**config.mk**
```make
export PLATFORM = sky130hd
export DESIGN_NAME = spike_synapse
export DESIGN_NICKNAME = d
export VERILOG_FILES = /design/src/rtl/spike_synapse.sv
export SDC_FILE = /design/constraint.sdc
export NUM_CORES = 1
export LEC_CHECK = 0
export BUFFER_PORTS_ARGS = -buffer_cell sky130_fd_sc_hd__buf_2
export CAP_MARGIN = 30
export CORE_UTILIZATION = 35
export DETAILED_ROUTE_END_ITERATION = 8
export PLACE_DENSITY = 0.56
export SLEW_MARGIN = 5
export SYNTH_ARGS = -nofsm -noshare
export SYNTH_HDL_FRONTEND = slang
export SYNTH_SLANG_ARGS = --single-unit
```
**constraint.sdc**
```tcl
create_clock -name clk -period 4.49 [get_ports clk]
set_clock_uncertainty 0.1 [all_clocks]
set_input_delay 0.449 -clock clk [delete_from_list [all_inputs] [get_ports clk]]
set_output_delay 0.449 -clock clk [all_outputs]
set_load 0.01 [all_outputs]
```
**src/rtl/spike_synapse.sv**
```systemverilog
// Synapse front end: delays signed spike events, weights them into an
// 8-bit synaptic current that decays geometrically on a fixed tick.
module spike_synapse #(
   parameter int WIDTH        = 8,
   parameter int WEIGHT_INIT  = 16,
   parameter int DECAY_SHIFT  = 2,
   parameter int DECAY_PERIOD = 4,
   parameter int DELAY        = 2
) (
   input  logic             clk,
   input  logic             rst_n,
   input  logic             ena,
   input  logic             spike_in,
   input  logic             inhibit_in,
   input  logic [WIDTH-1:0] weight_in,
   input  logic             weight_load,
   output logic [WIDTH-1:0] current,
   output logic [WIDTH-1:0] weight,
   output logic [7:0]       spike_count,
   output logic             active
);

   localparam int               TW         = $clog2(DECAY_PERIOD);
   localparam logic [TW-1:0]    TIMER_LAST = TW'(DECAY_PERIOD - 1);
   localparam logic [TW-1:0]    TIMER_ONE  = TW'(1);
   localparam logic [WIDTH-1:0] CUR_MAX    = {WIDTH{1'b1}};
   localparam logic [WIDTH-1:0] CUR_ONE    = WIDTH'(1);
   localparam logic [WIDTH-1:0] W_INIT     = WIDTH'(WEIGHT_INIT);

   logic [WIDTH-1:0] current_q, current_d;
   logic [WIDTH-1:0] weight_q, weight_d;
   logic [7:0]       count_q, count_d;
   logic             active_q, active_d;
   logic [TW-1:0]    timer_q, timer_d;
   logic [DELAY-1:0] spk_q, spk_d;
   logic [DELAY-1:0] inh_q, inh_d;

   logic             tick_s;
   logic             deliver_s;
   logic             deliver_inh_s;
   logic [WIDTH-1:0] dec_s;
   logic [WIDTH-1:0] base_s;
   logic [WIDTH:0]   sum_s;
   logic [WIDTH-1:0] next_cur_s;
   logic [DELAY:0]   spk_ext_s;
   logic [DELAY:0]   inh_ext_s;

   // Next-state logic: decay first, then the delivered spike term.
   always_comb begin
      current_d     = current_q;
      weight_d      = weight_q;
      count_d       = count_q;
      active_d      = active_q;
      timer_d       = timer_q;
      spk_d         = spk_q;
      inh_d         = inh_q;
      spk_ext_s     = {spk_q, spike_in};
      inh_ext_s     = {inh_q, inhibit_in};
      deliver_s     = spk_q[DELAY-1];
      deliver_inh_s = inh_q[DELAY-1];
      tick_s        = (timer_q == TIMER_LAST);
      dec_s         = current_q >> DECAY_SHIFT;

      // A shift that rounds to zero still removes one so decay always ends at 0.
      if (tick_s) begin
         if ((current_q != '0) && (dec_s == '0)) begin
            base_s = current_q - CUR_ONE;
         end else begin
            base_s = current_q - dec_s;
         end
      end else begin
         base_s = current_q;
      end

      sum_s = {1'b0, base_s} + {1'b0, weight_q};

      if (deliver_s && !deliver_inh_s) begin
         next_cur_s = sum_s[WIDTH] ? CUR_MAX : sum_s[WIDTH-1:0];
      end else if (deliver_s && deliver_inh_s) begin
         next_cur_s = (base_s < weight_q) ? '0 : (base_s - weight_q);
      end else begin
         next_cur_s = base_s;
      end

      if (ena) begin
         current_d = next_cur_s;
         active_d  = (next_cur_s != '0);
         weight_d  = weight_load ? weight_in : weight_q;
         timer_d   = tick_s ? '0 : (timer_q + TIMER_ONE);
         spk_d     = spk_ext_s[DELAY-1:0];
         inh_d     = inh_ext_s[DELAY-1:0];
         if (deliver_s && (count_q != 8'hFF)) begin
            count_d = count_q + 8'd1;
         end else begin
            count_d = count_q;
         end
      end else begin
         current_d = current_q;
      end
   end

   // State registers with asynchronous clear.
   always_ff @(posedge clk or negedge rst_n) begin
      if (!rst_n) begin
         current_q <= '0;
         weight_q  <= W_INIT;
         count_q   <= 8'd0;
         active_q  <= 1'b0;
         timer_q   <= '0;
         spk_q     <= '0;
         inh_q     <= '0;
      end else begin
         current_q <= current_d;
         weight_q  <= weight_d;
         count_q   <= count_d;
         active_q  <= active_d;
         timer_q   <= timer_d;
         spk_q     <= spk_d;
         inh_q     <= inh_d;
      end
   end

   assign current     = current_q;
   assign weight      = weight_q;
   assign spike_count = count_q;
   assign active      = active_q;

endmodule

```
==> results of run 1 <==
==> cells by family after synthesis <==
logic type      Yosys count
buf+inv                  39
mux                      19
simple gates             57
xor+xnor                 14
compound gates           78
flops                    31
fa+ha+maj                27
==> per-stage QoR <==
stage	hold slack [ns]	area (um2)	instances
after floorplan	0.0534	2500	265
after global placement	0.371	2830	399
after detailed placement	0.377	2830	399
after CTS	0.139	2910	407
after global routing	0.175	3040	412
final	0.105	3040	412
==> cells in the final DEF, fill, tap and decap left out, types with 3 or more instances in the layout <==
cell      instances
nor2_1           17
mux2_2           15
o21ai_0          17
xnor2_1           8
and3_1            4
a21o_1            4
mux2i_1           3
xor2_1            6
inv_1            29
buf_2            38
o31ai_1           3
ha_1             21
buf_4            12
dfrtp_1          30
a21oi_1          15
a211oi_1          3
nor2b_1           4
ha_2              3
nand2_1          14
nand2b_1          5
clkbuf_8          5
nand3_1           3
==> cells in the mapped netlist, drive strengths merged, types with 2 or more instances <==
master,instances,area [um2]
dfrtp,30,751
inv,30,113
ha,24,300
o21ai,20,108
nor2,19,73.8
a21oi,18,101
mux2,15,169
nand2,14,52.6
xnor2,8,70.1
xor2,6,52.6
clkbuf,5,18.8
nand2b,5,31.3
a21o,4,30.0
and3,4,25.0
buf,4,30.0
mux2i,4,40.0
nor2b,4,25.0
o221ai,4,35.0
o31ai,4,35.0
a211oi,3,22.5
fa,3,60.1
nand3,3,15.0
o211ai,3,32.5
a221o,2,22.5
a221oi,2,30.0
a31oi,2,12.5
o21a,2,15.0
o311ai,2,17.5
o31a,2,17.5
or3,2,12.5
or4,2,18.8
==> per-layer routing <==
metal  global-route usage (%)  vias up  share of wire [%]
met2                     29.1       63                 47
met3                     2.95       11                5.1
met1                     24.0     1027                 47
met5                        0        -                  0
li1                         -     1048                  -
met4                     4.39        0                1.4
==> registers in the layout (all words and copies together), names as in the netlist <==
signal,count
active,1
inh_q,2
timer_q,2
current,8
spike_count,8
weight,8
spk_q,2
==> worst max-delay path, stage by stage, from the launching register on <==
cell       delay, ns
dfrtp_1         0.42
nor3_2          0.18
a41o_1          0.19
ha_2            0.18
inv_2           0.04
fa_2            0.40
a21o_1          0.20
a21oi_2         0.12
xor2_1          0.14
mux2i_1         0.13
ha_2            0.23
or4_4           0.55
o211ai_4        0.28
buf_6           0.17
a21oi_2         0.05
nor2_1          0.15
o2111ai_2       0.16
a2111oi_4       0.34
a41oi_2         0.14
==> what timing repair did <==
item	4_1_cts	5_1_grt
endpoints found under the setup margin	0	5
hold buffers	0	0
gates resized for setup	0	21
setup buffers	0	5
==> area by class of cell <==
type	count	area, um2	area share (%)
repair buffers	52	303	9.95
flip-flops and latches	31	777	25.5
inverters	30	113	3.70
clock buffers	6	72.6	2.38
clock inverters	2	12.5	0.411
multi-input cells	195	1650	54.1
well taps	96	120	3.95
==> worst max-delay path by stage <==
stage | slack [ns] | end | cells after the start | start
6_report | 0.18 | active | 18 | current[6]
5_1_grt | -0.07 | active | 19 | current[0]
3_5_place_dp | 0.08 | active | 18 | current[6]
2_1_floorplan | 0.37 | active | 20 | current[1]
4_1_cts | 0.07 | active | 18 | current[6]
3_3_place_gp | 0.09 | active | 18 | current[6]
==> flow_summary.json, run 1 <==
{
  "ctsLongestPathBuffers": 2,
  "cp_max_fo": 7,
  "num_rows": 30,
  "required_ns": 4.54,
  "place.gp.congestion": 0.860,
  "synth_nets": 306,
  "synth_cells": 265,
  "hp-class": "primary input to async pin",
  "async_reset_ff_share_pct": 100,
  "drtPass1Iterations": 4,
  "layout_setup_ws_ns": 0.185,
  "synth_fa_ha_area_share_pct": 14.4,
  "vias_per_cell": 5.22,
  "grt_max_degree": 32,
  "rsz0062_at_grt": "true",
  "numCtsBuffers": 5,
  "worst-setup-path-type": "register to register",
  "drt_wl_total_um": 6160,
  "yosys_warnings": 0,
  "period_minus_slack_ns": 4.31,
  "grt_usage_pct": 17.6,
  "status": "finished, final reports clean",
  "die_w_um": 86.5,
  "root_buffer": "clkbuf_8",
  "end_kind": "register",
  "clk_pin_slew_worst_paths_ns": 0.08,
  "die_y_um": 86.5,
  "synth.yosys.seq_area_share_pct": 31.1,
  "arrival_ns": 4.35,
  "drv_cap": 0,
  "fin_nets": 356,
  "tightestPinTransition_ns": 0.719,
  "grt.overflow.total": 0,
  "setup_viol": 0,
  "synthSimpleGateAreaFrac_pct": 11.2,
  "avgSynthCellArea_um2": 9.42,
  "final.setup.tns_ns": 0,
  "n_antenna_cell": 0,
  "synth-seq-cells": 31,
  "drive_gt1_share_pct": 32.9,
  "cts_sinks": 31,
  "synth_compound_area_share_pct": 23.5,
  "reg2regPathDepth": 18,
  "route.vias.total": 2149,
  "timing.rr.start": "current[6]",
  "dp_hpwl_um": 4820,
  "finalHoldViolCount": 0,
  "synth_top_family_by_area": "compound AO/OA/AOI/OAI gates",
  "drc": 0,
  "die_area_um2": 7470,
  "tritoncts": "yes",
  "ios": 39,
  "core_region_area_um2": 6830,
  "reg2reg_to": "active",
  "synth_mux_area_share_pct": 8.37,
  "regToRegSetupSlack_ns": 0.18,
  "htreeDepth": 2,
  "post-place-ws_ns": 0.0794,
  "fillCellCount": 696,
  "grt_pass1_vias": 2053,
  "area_growth_syn_to_layout_pct": 22.0,
  "synth_xor_xnor_area_share_pct": 4.91,
  "relSlewSlack_pct": 52.1,
  "ant_nets": 0,
  "drtIter0Drc": 95,
  "wl_per_cell_um": 14.9,
  "final_core_util_pct": 44.6,
  "start_util_pct": 36.5,
  "synth_cell_types": 55,
  "period_share_pct": 95.9,
  "clock.fmax_mhz": 232,
  "clk_latency_ns": 0.29,
  "numPortBuffers": 38,
  "antenna_found_initial": 0,
  "synthesis.area_um2": 2500,
  "start_kind": "register",
  "synth_ff_type": "dfrtp_1",
  "synth_edf_count": 0,
  "maxSlewViolCount": 0,
  "grt_pass1_wl_um": 10200
}
Power of run 1 is not shown: default switching activity piles up to over one toggle a cycle in this logic, so the estimate is an artifact.
==> run 2: changes to the inputs <==
- HOLD_SLACK_MARGIN: unset -> 0.15
==> run 2 against run 1 <==
Net effect:
- first-iteration DRC count increased by 29%
- non-clock buffer count grew 1
- via count shrank 0.56%
- critical path depth did not move
- setup slack improved by 0.00082 ns
- die area unchanged
- global-route usage about the same
- register-to-register slack hardly changed
==> flow_summary.json, run 2 (synthesis gave the netlist of run 1 again) <==
{
  "wl_per_cell_um": 14.9,
  "drive_gt1_share_pct": 32.8,
  "required_ns": 4.54,
  "drv_cap": 0,
  "cts_sinks": 31,
  "grt_pass1_wl_um": 10200,
  "rsz0062_at_grt": "true",
  "finalHoldViolCount": 0,
  "ant_nets": 0,
  "place.gp.congestion": 0.860,
  "clk_pin_slew_worst_paths_ns": 0.08,
  "cp_max_fo": 7,
  "dp_hpwl_um": 4820,
  "drtIter0Drc": 123,
  "setup_viol": 0,
  "antenna_found_initial": 0,
  "route.vias.total": 2137,
  "grt_max_degree": 32,
  "drtPass1Iterations": 4,
  "final_common_cell": "buf_2",
  "grt.overflow.total": 0,
  "ctsLongestPathBuffers": 2,
  "core_region_area_um2": 6830,
  "arrival_ns": 4.35,
  "fin_nets": 357,
  "end_kind": "register",
  "die_area_um2": 7470,
  "clock.fmax_mhz": 232,
  "worst-setup-path-type": "register to register",
  "final_cell_mix": "buf_2, dfrtp_1, inv_1",
  "final.setup.tns_ns": 0,
  "drt_wl_total_um": 6140,
  "grt_pass1_vias": 2059,
  "start_util_pct": 36.5,
  "numPortBuffers": 38,
  "maxSlewViolCount": 0,
  "period_minus_slack_ns": 4.30,
  "worstHoldPathCells": 2,
  "die_y_um": 86.5,
  "ios": 39,
  "clk_latency_ns": 0.29,
  "dpl.cell_count": 399,
  "hp-class": "primary input to register",
  "die_w_um": 86.5,
  "n_antenna_cell": 0,
  "reg2regPathDepth": 18,
  "relSlewSlack_pct": 52.1,
  "status": "finished, final reports clean",
  "numCtsBuffers": 5,
  "start_kind": "register",
  "num_rows": 30,
  "period_share_pct": 95.9,
  "area_growth_syn_to_layout_pct": 22.4,
  "htreeDepth": 2,
  "root_buffer": "clkbuf_8",
  "tightestPinTransition_ns": 0.718,
  "final_cells": 413,
  "tritoncts": "yes",
  "grt_usage_pct": 17.6,
  "fillCellCount": 696,
  "drc": 0,
  "vias_per_cell": 5.17
}
run 2: changes by cell type in the layout (fill, tap and decap cells not counted):
cell           before  now
dlygate4sd3_1       0    1
run 2: path summary, 6_finish.rpt:
kind / end / slack, ns / from
hold reg to reg: spk_q[1] / 0.39 / spk_q[0]
hold / removal: weight[5] / 0.29 / weight_in[5]
setup / recovery: active / 0.19 / current[6]
max in group asynchronous: current[5] / 3.17 / rst_n
setup reg to reg: active / 0.19 / current[6]
min in group asynchronous: weight[5] / 0.65 / rst_n
run 2: metal layers:
metal  vias up  global-route usage, %  share of wire (%)
met1      1022                   24.0                 47
met5         -                      0                  0
li1       1053                      -                  -
met4         0                   4.39                1.3
met3         9                   2.95                4.5
met2        53                   29.2                 47
run 2: worst max-delay path: stages, from the launching register on:
cell and delay (ns):
dfrtp_1 0.42, nor3_2 0.18, a41o_1 0.19, ha_2 0.18, inv_2 0.04, fa_2 0.40
a21o_1 0.20, a21oi_2 0.12, xor2_1 0.14, mux2i_1 0.13, ha_2 0.23, or4_4 0.55
o211ai_4 0.28, buf_6 0.17, a21oi_2 0.05, nor2_1 0.15, o2111ai_2 0.16, a2111oi_4 0.34
a41oi_2 0.14
run 2: area by class of cell:
cell class / count / area [um2] / area share, %
clock buffers: 6 / 72.6 / 2.38
repair buffers: 53 / 313 / 10.2
multi-input cells: 195 / 1650 / 53.9
inverters: 30 / 113 / 3.69
clock inverters: 2 / 12.5 / 0.410
flip-flops and latches: 31 / 777 / 25.4
well taps: 96 / 120 / 3.93
run 2: per-stage QoR:
step | instance area, um2 | worst slack (ns) | utilization (%) | hold slack [ns]
after floorplan | 2500 | 0.367 | - | 0.0534
after global placement | 2830 | 0.0860 | 41.4 | 0.371
after global routing | 3050 | -0.0742 | 44.7 | 0.286
after CTS | 2920 | 0.0677 | 42.7 | 0.286
after detailed placement | 2830 | 0.0794 | 41.4 | 0.377
final | 3050 | 0.186 | 44.7 | 0.288
run 2: timing repair:
action	in CTS	in global routing
resized for setup	0	21
hold buffers	1	0
setup buffers	0	5
endpoints found under the hold margin	9	0
setup endpoints to repair	0	5
Power of run 2 is left out for the same reason.
